## config.mk

```make
export PLATFORM = sky130hd
export DESIGN_NAME = gpio_code_receiver
export DESIGN_NICKNAME = d
export VERILOG_FILES = /design/src/rtl/gpio_pkg.sv /design/src/rtl/sync_bus.sv /design/src/rtl/gpio_code_receiver.sv
export SDC_FILE = /design/constraint.sdc
export NUM_CORES = 1
export LEC_CHECK = 0
export BUFFER_PORTS_ARGS = -buffer_cell sky130_fd_sc_hd__buf_2
export CAP_MARGIN = 20
export CORE_UTILIZATION = 45
export CTS_CLUSTER_DIAMETER = 50
export CTS_CLUSTER_SIZE = 14
export DETAILED_ROUTE_END_ITERATION = 12
export PLACE_DENSITY = 0.66
export REMOVE_ABC_BUFFERS = 1
export SLEW_MARGIN = 10
export SYNTH_ARGS = -nofsm -noshare
export SYNTH_HDL_FRONTEND = slang
export SYNTH_HIERARCHICAL = 1
export SYNTH_SLANG_ARGS = --single-unit
```

## constraint.sdc

```tcl
create_clock -name CLOCK_50 -period 6.05 [get_ports CLOCK_50]
set_clock_uncertainty 0.2 [all_clocks]
set_input_delay 0.3025 -clock CLOCK_50 [delete_from_list [all_inputs] [get_ports CLOCK_50]]
set_output_delay 0.3025 -clock CLOCK_50 [all_outputs]
set_load 0.05 [all_outputs]
```

## src/rtl/gpio_pkg.sv

```systemverilog
// Shared constants for GPIO code receiver blocks: FSM encoding,
// LEDR field positions and the channel limit.
package gpio_pkg;
   localparam int MAX_CH = 4;

   localparam logic [0:0] S_STABLE = 1'b0;
   localparam logic [0:0] S_SETTLE = 1'b1;

   localparam int LED_SYNC_LSB = 0;
   localparam int LED_CODE_LSB = 4;
   localparam int LED_VALID    = 8;
   localparam int LED_OVR      = 9;
endpackage

```

## src/rtl/sync_bus.sv

```systemverilog
// Multi-flop synchroniser for a bus of independent asynchronous bits,
// cleared by an asynchronous active-high reset.
module sync_bus #(
   parameter int WIDTH  = 1,
   parameter int STAGES = 2
) (
   input  logic             clk_i,
   input  logic             rst_i,
   input  logic [WIDTH-1:0] d_i,
   output logic [WIDTH-1:0] q_o
);
   logic [STAGES-1:0][WIDTH-1:0] sync_q;

   always_ff @(posedge clk_i or posedge rst_i) begin
      if (rst_i) begin
         sync_q <= '0;
      end else begin
         sync_q <= {sync_q[STAGES-2:0], d_i};
      end
   end

   assign q_o = sync_q[STAGES-1];
endmodule

```

## src/rtl/gpio_code_receiver.sv

```systemverilog
// Receives a debounced GPIO code and hands non-zero codes to game
// logic through a valid/ack handshake with overrun and event count.
module gpio_code_receiver
   import gpio_pkg::*;
#(
   parameter int N_CH          = 3,
   parameter int STABLE_CYCLES = 50000,
   parameter int CNT_W         = 8,
   parameter int SYNC_STAGES   = 2
) (
   input  logic             CLOCK_50,
   input  logic             reset,
   input  logic [N_CH-1:0]  gpio_in,
   input  logic             code_ack,
   output logic [N_CH-1:0]  code,
   output logic             code_valid,
   output logic             overrun,
   output logic [CNT_W-1:0] event_count,
   output logic [9:0]       LEDR
);
   localparam int CW = $clog2(STABLE_CYCLES);
   localparam logic [CW-1:0] CNT_ONE  = CW'(1);
   localparam logic [CW-1:0] CNT_LAST = CW'(STABLE_CYCLES - 1);

   if (N_CH > MAX_CH) begin : g_nch_check
      $error("N_CH exceeds MAX_CH");
   end

   logic [N_CH-1:0]  sync_val;
   logic [0:0]       state_q, state_d;
   logic [N_CH-1:0]  cand_q, cand_d;
   logic [CW-1:0]    cnt_q, cnt_d;
   logic [N_CH-1:0]  code_q, code_d;
   logic             valid_q, valid_d;
   logic             ovr_q, ovr_d;
   logic [CNT_W-1:0] evt_q, evt_d;
   logic             accept;

   sync_bus #(
      .WIDTH  (N_CH),
      .STAGES (SYNC_STAGES)
   ) u_sync (
      .clk_i (CLOCK_50),
      .rst_i (reset),
      .d_i   (gpio_in),
      .q_o   (sync_val)
   );

   always_comb begin
      state_d = state_q;
      cand_d  = cand_q;
      cnt_d   = cnt_q;
      code_d  = code_q;
      valid_d = valid_q;
      ovr_d   = ovr_q;
      evt_d   = evt_q;
      accept  = 1'b0;
      unique case (state_q)
         S_STABLE: begin
            if (sync_val != code_q) begin
               cand_d  = sync_val;
               cnt_d   = CNT_ONE;
               state_d = S_SETTLE;
            end
         end
         S_SETTLE: begin
            if (sync_val == code_q) begin
               state_d = S_STABLE;
            end else if (sync_val != cand_q) begin
               cand_d = sync_val;
               cnt_d  = CNT_ONE;
            end else if (cnt_q == CNT_LAST) begin
               accept  = 1'b1;
               code_d  = cand_q;
               state_d = S_STABLE;
            end else begin
               cnt_d = cnt_q + CNT_ONE;
            end
         end
         default: state_d = S_STABLE;
      endcase
      if (code_ack && valid_q) begin
         valid_d = 1'b0;
      end
      // A zero code just means the controller went idle.
      if (accept && (cand_q != '0)) begin
         valid_d = 1'b1;
         evt_d   = evt_q + CNT_W'(1);
         if (valid_q && !code_ack) begin
            ovr_d = 1'b1;
         end
      end
   end

   always_ff @(posedge CLOCK_50 or posedge reset) begin
      if (reset) begin
         state_q <= S_STABLE;
         cand_q  <= '0;
         cnt_q   <= '0;
         code_q  <= '0;
         valid_q <= 1'b0;
         ovr_q   <= 1'b0;
         evt_q   <= '0;
      end else begin
         state_q <= state_d;
         cand_q  <= cand_d;
         cnt_q   <= cnt_d;
         code_q  <= code_d;
         valid_q <= valid_d;
         ovr_q   <= ovr_d;
         evt_q   <= evt_d;
      end
   end

   always_comb begin
      LEDR = '0;
      LEDR[LED_SYNC_LSB +: N_CH] = sync_val;
      LEDR[LED_CODE_LSB +: N_CH] = code_q;
      LEDR[LED_VALID] = valid_q;
      LEDR[LED_OVR]   = ovr_q;
   end

   assign code        = code_q;
   assign code_valid  = valid_q;
   assign overrun     = ovr_q;
   assign event_count = evt_q;
endmodule

```

==> Word level (Yosys, flattened, before mapping) <==
Cells that the tools add are included.
{ "totals": {"output_inout_bits": 23, "regBits": 39, "latchBits": 0, "in_bits": 6, "rom_bits": 0, "ramBits": 0, "n_memories": 0} }
{ "op_classes": {"n_lt_le_gt_ge": 0, "shift": 0, "bitwise": 3, "eq_ne": 8, "div_mod_pow": 0, "mul": 0, "n_reduce_logical": 10, "n_addsub": 2, "n_mux": 20} }
{ "op_table": {"columns": ["operator", "n"], "rows": [
  ["$mux 16", 4],
  ["$pmux 16 s2", 1],
  ["$add 16x1->16 const B", 1],
  ["$eq 16x16->1 const B", 1],
  ["$mux 1", 10],
  ["$mux 3", 3],
  ["$add 8x1->8 const B", 1],
  ["$ne 3x3->1", 2],
  ["$pmux 3 s2", 1],
  ["$reduce_and 3->1", 2],
  ["$ne 2x2->1 const B", 2],
  ["$reduce_and 4->1", 1],
  ["$eq 3x3->1", 1],
  ["$logic_and 1x1->1", 3],
  ["$ne 3x3->1 const B", 1],
  ["$not 1->1", 3],
  ["$reduce_bool 3->1", 1],
  ["$ne 2x1->1 const B", 1],
  ["$pmux 1 s2", 1],
  ["$reduce_and 2->1", 1],
  ["$reduce_bool 2->1", 1],
  ["$logic_not 1->1", 1]
]} }

==> Depth between registers and ports, before layout <==
Gate-level depths: netlist of the first run.
{ "logic_depth": {"word_depth": 7, "depth_mapped": 7, "mapped_depth_nobuf": 6} }

==> Modules after synthesis <==
The synthesis of the first run kept the hierarchy.
{ "by_module_without_submodules": {"columns": ["mod", "area_per_inst_um2", "cells_per_inst", "n_inst", "seq_area_each_um2"], "rows": [
  ["gpio_code_receiver", 1720.4, 173, 1, 825.8],
  ["sync_bus", 176.4, 10, 1, 150.1]
]} }

==> Worst setup path before layout of the first run <==
Ideal clock, no wire load.
{ "synth_path": {"path_kind": "flip-flop to flip-flop", "start": "reg code_q[1] (netlist: code[1])", "end": "reg evt_q[1] (netlist: event_count[1])", "required_time_ps": 5725, "path_slack_ps": 3813, "setup_ps": 125, "period_less_slack_ps": 2237, "t_arrival_ps": 1912, "path_stages_with_launch": 6, "path_cell_list": "dfrtp_1 -> xnor2_1 -> and3_1 -> buf_4 -> nor4_4 -> mux2_2"} }
{ "synth_via": {"elab_chain_len": 4} }
{ "synth_lines": {"columns": ["item", "line", "rtl"], "rows": [
  ["start: declaration", "gpio_code_receiver.sv:33", "logic [N_CH-1:0] code_q, code_d;"],
  ["start signal: assignment", "gpio_code_receiver.sv:108", "code_q <= code_d;"],
  ["$eq 3x3->1", "gpio_code_receiver.sv:67", "if (sync_val == code_q) begin"],
  ["$mux 1", "gpio_code_receiver.sv:67", null],
  ["$mux 1", "gpio_code_receiver.sv:58", "unique case (state_q)"],
  ["$logic_and 1x1->1", "gpio_code_receiver.sv:86", "if (accept && (cand_q != '0)) begin"],
  ["end signal: assignment", "gpio_code_receiver.sv:111", "evt_q <= evt_d;"],
  ["end: declaration", "gpio_code_receiver.sv:36", "logic [CNT_W-1:0] evt_q, evt_d;"]
]} }
No other way between the ends.
A chain may end at the register's enable or synchronous reset.

==> Worst setup path in the final report of the first run <==
{ "layout_path": {"start": "reg cand_q[2]", "end": "reg code_q[0] (netlist: code[0])"} }
{ "layout_via": {"elab_chain_len": 3} }
{ "layout_lines": {"columns": ["item", "line", "rtl"], "rows": [
  ["start: declaration", "gpio_code_receiver.sv:31", "logic [N_CH-1:0] cand_q, cand_d;"],
  ["start signal: assignment", "gpio_code_receiver.sv:106", "cand_q <= cand_d;"],
  ["$ne 3x3->1", "gpio_code_receiver.sv:69", "end else if (sync_val != cand_q) begin"],
  ["$not 1->1 (no line)", null, null],
  ["$reduce_and 4->1 (no line)", null, null]
]} }
No other way between the ends.

==> metrics.md, run 1 <==
| Metric | Value |
|---|---|
| Reg power frac | `between 50% and 60%` |
| YS warnings | `6` |
| Worst setup path startpoint | `cand_q[2]` |
| Leading area contributor after synthesis | `dfrtp_1` |
| Most used flip-flop cell after synthesis | `dfrtp_1` |
| DRC viols | `0` |
| Syn avg cell area | `between 10 and 15 um2` |
| Antenna Violating Nets Remaining | `0` |
| Post-synthesis async set-or-reset flop share | `100%` |
| Synthesized instance count | `around 180` |
| Port bufs | `26` |
| DPL Wire Length | `~2700 um` |
| Final instance area | `~0.0021 mm2` |
| Largest net degree at the start of global routing | `34` |
| Tot Pwr | `slightly below 0.0005 W` |
| Pint | `between 0.0003 and 0.0004 W` |
| Number of global-route vias before repair | `1390` |
| Via count | `about 1400` |
| Max layer used | `met4` |
| Final hold slack | `around 130 ps` |
| PwrDens | `between 200 and 250 mW/mm2` |
| Dpl cell area | `0.00200 mm2` |
| # rows | `23` |
| Starting DRT DRC Count | `between 90 and 100` |
| H-tree depth | `2` |
| Crit path cell chain | `xnor2_1 > nand4_1 > nand2b_1 > nor2_1 > mux2_2` |
| Chip width | `~67 um` |
| CTS Buffer Depth | `2` |
| Setup TNS Final | `0 ps` |
| CP peak stage delay | `530 ps` |
| Combinational power share | `8.4%` |
| Hold Startpoint | `code_ack` |
| Final number of hold-violating endpoints | `0` |
| Synth Register Bits | `39` |
| Die area | `about 0.0045 mm2` |
| Setup Viol. Count Final | `0` |
| Chip height | `~67 um` |
| Pre-antenna DRT Iters | `4` |
| M1 WL | `between 1500 and 2000 um` |
| Critical R2R Launch | `cand_q[2]` |
| Number of max-cap violations | `0` |
| Worst setup EP type | `flop` |
| Yosys cell types | `35` |
| Status | `completed` |
| Met2 routed wirelength | `1890 um` |
| Achievable Freq | `374 MHz` |
| LEAKAGE | `1.02 nW` |
| WL met3 | `155 um` |
| P&R area growth vs syn | `12.1%` |
| WL per Instance | `between 10 and 15 um` |
| CTS Buf Count | `5` |
| Post-synth EDFFs | `0` |
| Core area | `~0.004 mm2` |
| Synth top area share | `51.5%` |
| Synth area leaders | `dfrtp_1 51%, nand2_1 4.6%, buf_4 4.4%` |
| Root Buffer | `clkbuf_8` |
| NumNets Final | `215` |
| Clk slew on worst S/H paths | `70 ps` |
| Count leader, synth | `dfrtp_1` |
| Switching portion of total power | `25.7%` |
| First-pass GRT wire length | `about 6500 um` |
| Gr ovfl total | `0` |
| Post-layout min period | `between 2000 and 3000 ps` |
| Initial core utilization | `47.1%` |
| Slew headroom | `between 50% and 60%` |
| Hold Crit Class | `primary input to flop` |
| Initial antenna violation count | `0` |
| Worst Tran Pin Value | `around 600 ps` |
| N_diodes | `0` |
| Register area | `976 um2` |
| GR Util All Layers | `between 15 and 20%` |
| Total clock sinks | `39` |
| Post-synthesis sequential area ratio | `between 50% and 60%` |
| Slowest cell on crit path | `nand2b_1` |
| Filler cells | `360` |
| Post-CTS Setup Repair Bufs | `0` |
| Area of the mapped netlist | `about 0.0019 mm2` |
| GPL Wtd Cong | `0.825` |
| Worst-skew pair later-pin latency | `just under 300 ps` |
| Unrepaired setup endpoints after global routing | `no` |
| Clk pwr share | `a little over a third` |
| CTS tree | `built` |
| Via density | `between 5 and 6` |
| NetSw | `~0.00012 W` |
| Startpoint types | `flop` |
| Worst Path Max Fanout | `13` |
| Worst Path Required | `a little over 6000 ps` |
| Final core occ | `between 50% and 60%` |
| Ports | `29` |
| Routed wire length | `around 3800 um` |
| Synth cell count leaders | `39 x dfrtp_1, 23 x nand2_1, 14 x nand3_1` |
| WS Path Type | `flop to flop` |
| Period utilisation layout | `between 40% and 50%` |
| Footprint of the multi-input gates | `815 um2` |
| CP arrival | `2660 ps` |
| Peak supply drop | `about 190 uV` |
| Max-slew violations | `0` |
| Share of cells above drive strength 1 | `between 20% and 30%` |
stage by stage:
stage	setup WS, ps	instances
floorplan	3460	169
global placement	3540	246
detailed placement	3390	246
CTS	3380	258
global route	3140	258
finish	3370	258
area by class of cell:
| class | instances | share of cell area [%] |
|---|---|---|
| multi-input cells | 127 | 38.3 |
| repair buffers | 31 | 8.36 |
| inverters | 3 | 0.530 |
| well taps | 50 | 2.94 |
| clock inverters | 3 | 0.706 |
| flip-flops and latches | 39 | 45.9 |
| clock buffers | 5 | 3.24 |
power by group through the flow:
| stage | combinational (W) | clock [W] | sequential (W) |
|---|---|---|---|
| 4_1_cts | 0.0000404 | 0.000174 | 0.000271 |
| 3_5_place_dp | 0.0000383 | 0 | 0.000276 |
| 6_report | 0.0000401 | 0.000169 | 0.000271 |
| 2_1_floorplan | 0.0000249 | 0 | 0.000278 |
| 3_3_place_gp | 0.0000373 | 0 | 0.000275 |
| 5_1_grt | 0.0000453 | 0.000185 | 0.000272 |
layer usage:
metal,global-route usage (%),up-vias
met5,0,-
met1,25.1,705
li1,-,685
met2,31.8,38
met3,4.62,6
met4,10.1,0
final timing paths:
| check | end | slack (ps) | cells after the start |
|---|---|---|---|
| setup / recovery | code[0] | 3370 | 5 |
| hold / removal | code_valid | 130 | 3 |
| setup reg to reg | code[0] | 3370 | 5 |
| hold reg to reg | u_sync/q_o[0] | 150 | 0 |
| max in group asynchronous | event_count[1] | 4880 | 4 |
| min in group asynchronous | u_sync/sync_q[2] | 270 | 3 |
cell families (layout without fill, tap and decap cells):
group,Yosys count,count (layout),share of synthesized area [%]
buf+inv,18,42,5.80
xor+xnor,18,18,8.31
compound gates,22,22,7.59
mux,5,5,2.90
flops,39,39,51.5
simple gates,78,78,22.4
fa+ha+maj,2,2,1.32
other cells,1,2,0.198
placed cells by master, fill, tap and decap left out, types with 2 or more instances in the layout:
cell type / instances
a21oi_1: 2
and2_1: 2
and3_1: 5
and4bb_2: 2
buf_2: 26
clkbuf_8: 5
clkinv_2: 3
conb_1: 2
dfrtp_1: 39
dlygate4sd3_1: 4
ha_1: 2
inv_1: 3
mux2_2: 4
nand2_1: 23
nand2b_1: 2
nand3_1: 14
nand4_1: 9
nor2_1: 9
nor3_1: 4
nor4_1: 2
o21ai_0: 8
o31ai_1: 7
xnor2_1: 9
xor2_1: 9
registers in the layout, summed over array words and instances (netlist names):
register / flops
cand_q: 3
cnt_q: 16
code: 3
code_valid: 1
event_count: 8
overrun: 1
state_q: 1
u_sync/q_o: 3
u_sync/sync_q: 3
repair_timing:
action / CTS / global route
endpoints found under the hold margin: 42 / 0
hold buffers: 4 / 0
gates resized for setup: 0 / 0
worst max-delay path: cells and delay by family (launching register included):
family,cells,cell delay [ps]
flops,1,420
mux,1,380
xor+xnor,1,200
simple gates,3,1360
No activity file was read; power rests on OpenSTA's default activity.
==> run 2: changes to the inputs <==
clock period = 2.75 ns   (was 6.05 ns; I/O delays follow)
==> run 2 against run 1 <==
Non-clock buffer count up 3. Critical path depth unchanged. Critical endpoint unchanged. Routed wire length up 2.0%. Die area stayed put. Worst setup slack worse by 2900 ps.
==> metrics.md, run 2 (same netlist as run 1, synthesis figures left out) <==
| Metric | Value |
|---|---|
| Status | `completed` |
| Combinational power share | `just under 8%` |
| Commonest non-fill, non-tap cell in the layout | `dfrtp_1` |
| Initial core utilization | `a little under half` |
| Final core occ | `between 50% and 60%` |
| Dpl cell area | `between 0.002 and 0.0025 mm2` |
| WL per Instance | `between 10 and 15 um` |
| Starting DRT DRC Count | `97` |
| Via count | `between 1000 and 1500` |
| Post-CTS Setup Repair Bufs | `0` |
| Final hold slack | `about 100 ps` |
| GPL Wtd Cong | `0.833` |
| Non-filler cells, final | `between 200 and 300` |
| Reg with most FFs | `cnt_q` |
| Worst-skew pair later-pin latency | `roughly 300 ps` |
| Via density | `between 5 and 6` |
| Worst Tran Pin Value | `approximately 580 ps` |
| CP arrival | `approximately 2300 ps` |
| Die area | `between 0.004 and 0.005 mm2` |
| Resized Gates After CTS | `0` |
| Hold Crit Class | `primary input to asynchronous set/reset pin` |
| Reg power frac | `between 50% and 60%` |
| Peak supply drop | `between 300 and 400 uV` |
| N_diodes | `0` |
| CP peak stage delay | `about 400 ps` |
| Crit path cell chain | `ha_1 > and3_1 > nand4_1 > nor2_1 > mux2_2` |
| Slew headroom | `61.4%` |
| Clk slew on worst S/H paths | `about 80 ps` |
| Total clock sinks | `39` |
| Achievable Freq | `between 400 and 500 MHz` |
| Gr ovfl total | `0` |
| Pre-antenna DRT Iters | `4` |
| Worst setup EP type | `flop` |
| LEAKAGE | `about 1.0 nW` |
| Startpoint types | `flop` |
| Core area | `slightly above 0.004 mm2` |
| Final number of hold-violating endpoints | `0` |
| Period utilisation layout | `a little over four fifths` |
| WS Path Type | `flop to flop` |
| Slowest cell on crit path | `dfrtp_1` |
| H-tree depth | `2` |
| Root Buffer | `clkbuf_8` |
| Chip width | `between 60 and 70 um` |
| P&R area growth vs syn | `15.2%` |
| Chip height | `roughly 67 um` |
| GR Util All Layers | `between 20% and 30%` |
| Worst Path Required | `roughly 2700 ps` |
| NetSw | `0.000283 W` |
| # rows | `23` |
| Setup Viol. Count Final | `0` |
| Largest register FFs | `16` |
| DRC viols | `0` |
| Pint | `just over 0.0009 W` |
| Number of max-cap violations | `0` |
| Max-slew violations | `0` |
| Ports | `29` |
| Filler cells | `~360` |
| DPL Wire Length | `2770 um` |
| Worst setup path startpoint | `cnt_q[0]` |
| Unrepaired setup endpoints after global routing | `no` |
| Port bufs | `26` |
| CP bufs+invs | `0` |
| Number of global-route vias before repair | `1482` |
| Final instance area | `about 0.0022 mm2` |
| Setup TNS Final | `0 ps` |
| First-pass GRT wire length | `about 6700 um` |
| CTS tree | `built` |
| Post-placement cell count | `between 200 and 250` |
| Initial antenna violation count | `0` |
| PwrDens | `546 mW/mm2` |
| Worst Path Max Fanout | `12` |
| Switching portion of total power | `a little under a quarter` |
| Clk pwr share | `42.3%` |
| Most frequent cells in the layout | `39 x dfrtp_1, 26 x buf_2, 23 x nand2_1` |
| Share of cells above drive strength 1 | `between 20% and 30%` |
| CTS Buf Count | `5` |
| Routed wire length | `roughly 4000 um` |
| Largest net degree at the start of global routing | `34` |
| Antenna Violating Nets Remaining | `0` |
| Family with the most delay on the worst path | `simple AND/OR/NAND/NOR gates` |
| Post-layout min period | `2290 ps` |
| Critical R2R Launch | `cnt_q[0]` |
| CTS Buffer Depth | `2` |
| NumNets Final | `218` |
-- run 2: cell count changes in the layout (fill, tap and decap cells not counted), sizes merged --
cell | before | now
bufinv | 0 | 1
dlygate4sd3 | 4 | 5
clkbuf | 5 | 6
buf | 27 | 29
clkinv | 3 | 1
-- run 2: power groups by stage --
stage               Combinational [W]  Clock [W]  Sequential [W]
floorplan                   0.0000548          0        0.000613
global placement            0.0000845          0        0.000606
detailed placement          0.0000874          0        0.000608
CTS                         0.0000928   0.000509        0.000596
global route                 0.000103   0.000539        0.000598
finish                      0.0000920   0.000504        0.000596
-- run 2: timing repair --
item / 4_1_cts / 5_1_grt
hold buffers: 5 / 0
setup endpoints to repair: 0 / 0
hold endpoints to repair: 44 / 0
-- run 2: worst reg2reg max path, delay by kind of cell (launching register included) --
family,cells,cell delay [ps]
adders and majority gates,1,240
DFF,1,400
muxes,1,380
and+or+nand+nor,3,960
-- run 2: routing by layer --
metal | wire (um) | track usage (%) | vias to the layer above
met4 | 60 | 9.31 | 0
met2 | 1980 | 35.5 | 45
li1 | - | - | 683
met5 | 0 | 0 | -
met3 | 177 | 5.14 | 6
met1 | 1680 | 24.1 | 702
-- run 2: through the flow --
stage                     worst slack, ps  total power, W
after global placement                582        0.000691
after global routing                  287         0.00124
final                                 458         0.00119
after detailed placement              488        0.000695
after CTS                             474         0.00120
after floorplan                       161        0.000667
-- run 2: path summary, 6_finish.rpt --
path | to | slack, ps | cells past startpoint
setup / recovery | code[0] | 460 | 5
min in group CLOCK_50 | u_sync/q_o[1] | 150 | 0
max in group asynchronous | cnt_q[11] | 1750 | 4
hold reg to reg | u_sync/q_o[1] | 150 | 0
setup reg to reg | code[0] | 460 | 5
hold / removal | u_sync/q_o[2] | 100 | 3
-- run 2: final cells by class --
type                       instances  area [um2]  share of cell area [%]
sequential                        39         976                    44.7
multi-input combinational        127         815                    37.3
timing repair buffer              34         203                    9.28
clock buffer                       6        82.6                    3.78
tap                               50        62.6                    2.86
clock inverter                     2        35.0                    1.60
inverter                           3        11.3                   0.515
==> run 3: changes to the inputs <==
clock period = 2.3 ns   (was 2.75 ns; I/O delays follow)
==> run 3 against run 2 <==
Sequential power grew 20%. Final cell count up 1.1%. Combinational power increased by 22%. First-iteration DRC count is 3.1% lower. Count of clock-buffer cells in the layout did not move. Die area did not move. Utilization increased by 0.56 points. Total power grew 19%. Worst hold slack lost 18 ps. Routed wire length shrank 1.8%. Sequential cell count did not move. Worst setup slack worse by 260 ps. Critical path type unchanged.
==> metrics.md, run 3 (same netlist as run 1, synthesis figures left out) <==
| Metric | Value |
|---|---|
| Number of max-cap violations | `0` |
| Root Buffer | `clkbuf_8` |
| First-pass GRT wire length | `around 6600 um` |
| Worst Path Max Fanout | `6` |
| CP peak stage delay | `roughly 420 ps` |
| Final hold slack | `approximately 86 ps` |
| Pre-antenna DRT Iters | `4` |
| Combinational power share | `under 10%` |
| Achievable Freq | `between 400 and 500 MHz` |
| Reg with most FFs | `cnt_q` |
| GPL Wtd Cong | `0.866` |
| DRC viols | `0` |
| Clk slew on worst S/H paths | `around 80 ps` |
| Tot Pwr | `around 0.0014 W` |
| Number of global-route vias before repair | `approximately 1500` |
| NetSw | `~0.00033 W` |
| Non-filler cells, final | `approximately 260` |
| Setup Viol. Count Final | `0` |
| Gr ovfl total | `0` |
| Via count | `around 1400` |
| Final number of hold-violating endpoints | `0` |
| Startpoint types | `flop` |
| Antenna Violating Nets Remaining | `0` |
| Period utilisation layout | `91.2%` |
| CTS tree | `built` |
| Status | `completed` |
| Post-placement cell count | `around 250` |
| Slew headroom | `59.0%` |
| Switching portion of total power | `23.1%` |
| Worst Path Required | `2310 ps` |
| Starting DRT DRC Count | `94` |
| Ports | `29` |
| Cts hold-fix bufs | `5` |
| Max-slew violations | `0` |
| Die area | `approximately 0.0045 mm2` |
| Filler cells | `355` |
| Peak supply drop | `~440 uV` |
| PwrDens | `641 mW/mm2` |
| LEAKAGE | `between 1 and 1.5 nW` |
| P&R area growth vs syn | `16.4%` |
| GR Util All Layers | `20.2%` |
| Chip height | `between 60 and 70 um` |
| Share of cells above drive strength 1 | `roughly a quarter` |
| Via density | `roughly 5.4` |
| WS Path Type | `flop to flop` |
| Final worst slack | `around 200 ps` |
| N_diodes | `0` |
| Hold Crit Class | `primary input to asynchronous set/reset pin` |
| Pre-CTS WS | `208 ps` |
| Resized Gates After CTS | `0` |
| Total clock sinks | `39` |
| Post-layout min period | `between 2000 and 2500 ps` |
| Largest register FFs | `16` |
| Commonest non-fill, non-tap cell in the layout | `dfrtp_1` |
| Post-CTS Setup Repair Bufs | `0` |
| WL per Instance | `14.5 um` |
| Most frequent cells in the layout | `39 x dfrtp_1, 26 x buf_2, 23 x nand2_1` |
| Clk pwr share | `a little over two fifths` |
| Chip width | `between 60 and 70 um` |
| Initial core utilization | `~47%` |
| Worst-skew pair later-pin latency | `roughly 290 ps` |
| Port bufs | `26` |
| H-tree depth | `2` |
| Slowest cell on crit path | `dfrtp_1` |
| Core area | `just over 0.004 mm2` |
| Reg power frac | `a little over 50%` |
| Pint | `approximately 0.0011 W` |
| Crit path cell chain | `ha_1 > and3_1 > nand4_1 > nand3b_1 > nor3_1 > mux2i_1` |
| Initial antenna violation count | `0` |
| Largest net degree at the start of global routing | `34` |
| Unrepaired setup endpoints after global routing | `no` |
| Routed wire length | `approximately 3800 um` |
| Setup TNS Final | `0 ps` |
| Worst setup EP type | `flop` |
| NumNets Final | `approximately 220` |
| CTS Buffer Depth | `2` |
| CP arrival | `approximately 2100 ps` |
| Worst Tran Pin Value | `611 ps` |
| CTS Buf Count | `5` |
| DPL Wire Length | `around 2800 um` |
| # rows | `23` |
## run 3: final timing paths
check | startpoint | slack [ps] | cells past startpoint | endpoint
worst max register to register | cnt_q[0] | 200 | 6 | cnt_q[15]
min in group CLOCK_50 | u_sync/sync_q[2] | 160 | 0 | u_sync/q_o[2]
worst min register to register | u_sync/sync_q[2] | 160 | 0 | u_sync/q_o[2]
worst max-delay path | cnt_q[0] | 200 | 6 | cnt_q[15]
max in group asynchronous | reset | 1330 | 4 | cnt_q[15]
worst min-delay path | reset | 90 | 3 | u_sync/sync_q[1]
## run 3: area by class of cell
type                       count  area, um2  share of cell area (%)
clock buffer                   6       82.6                    3.74
clock inverter                 2       35.0                    1.59
inverter                       3       11.3                   0.510
multi-input combinational    127        815                    36.9
sequential                    39        976                    44.2
tap                           50       62.6                    2.83
timing repair buffer          37        225                    10.2
## run 3: power by group through the flow
stage                     registers, W   logic, W  clock network [W]
after floorplan               0.000733  0.0000655                  0
after global placement        0.000725   0.000105                  0
after detailed placement      0.000727   0.000107                  0
after CTS                     0.000713   0.000114           0.000606
after global routing          0.000715   0.000125           0.000631
final                         0.000713   0.000112           0.000590
## run 3: critical path: cells and delay by family (launching register included)
kind                       cells  cell delay (ps)
adders and majority gates      1              250
DFF                            1              420
muxes                          1              240
and+or+nand+nor                4              900
## run 3: stage by stage
stage	utilization [%]	instance area, um2
floorplan	-	1800
global placement	50.6	2040
detailed placement	50.6	2040
CTS	54.8	2210
global route	54.8	2210
finish	54.8	2210
## run 3: layer usage
metal  up-vias  global-route usage [%]  wire, um  share of wire (%)
met5         -                       0         0                  0
met4         0                    10.6       109                2.8
met3        10                    5.48       149                3.9
met2        40                    33.1      1880                 49
met1       691                    23.8      1690                 44
li1        689                       -         -                  -
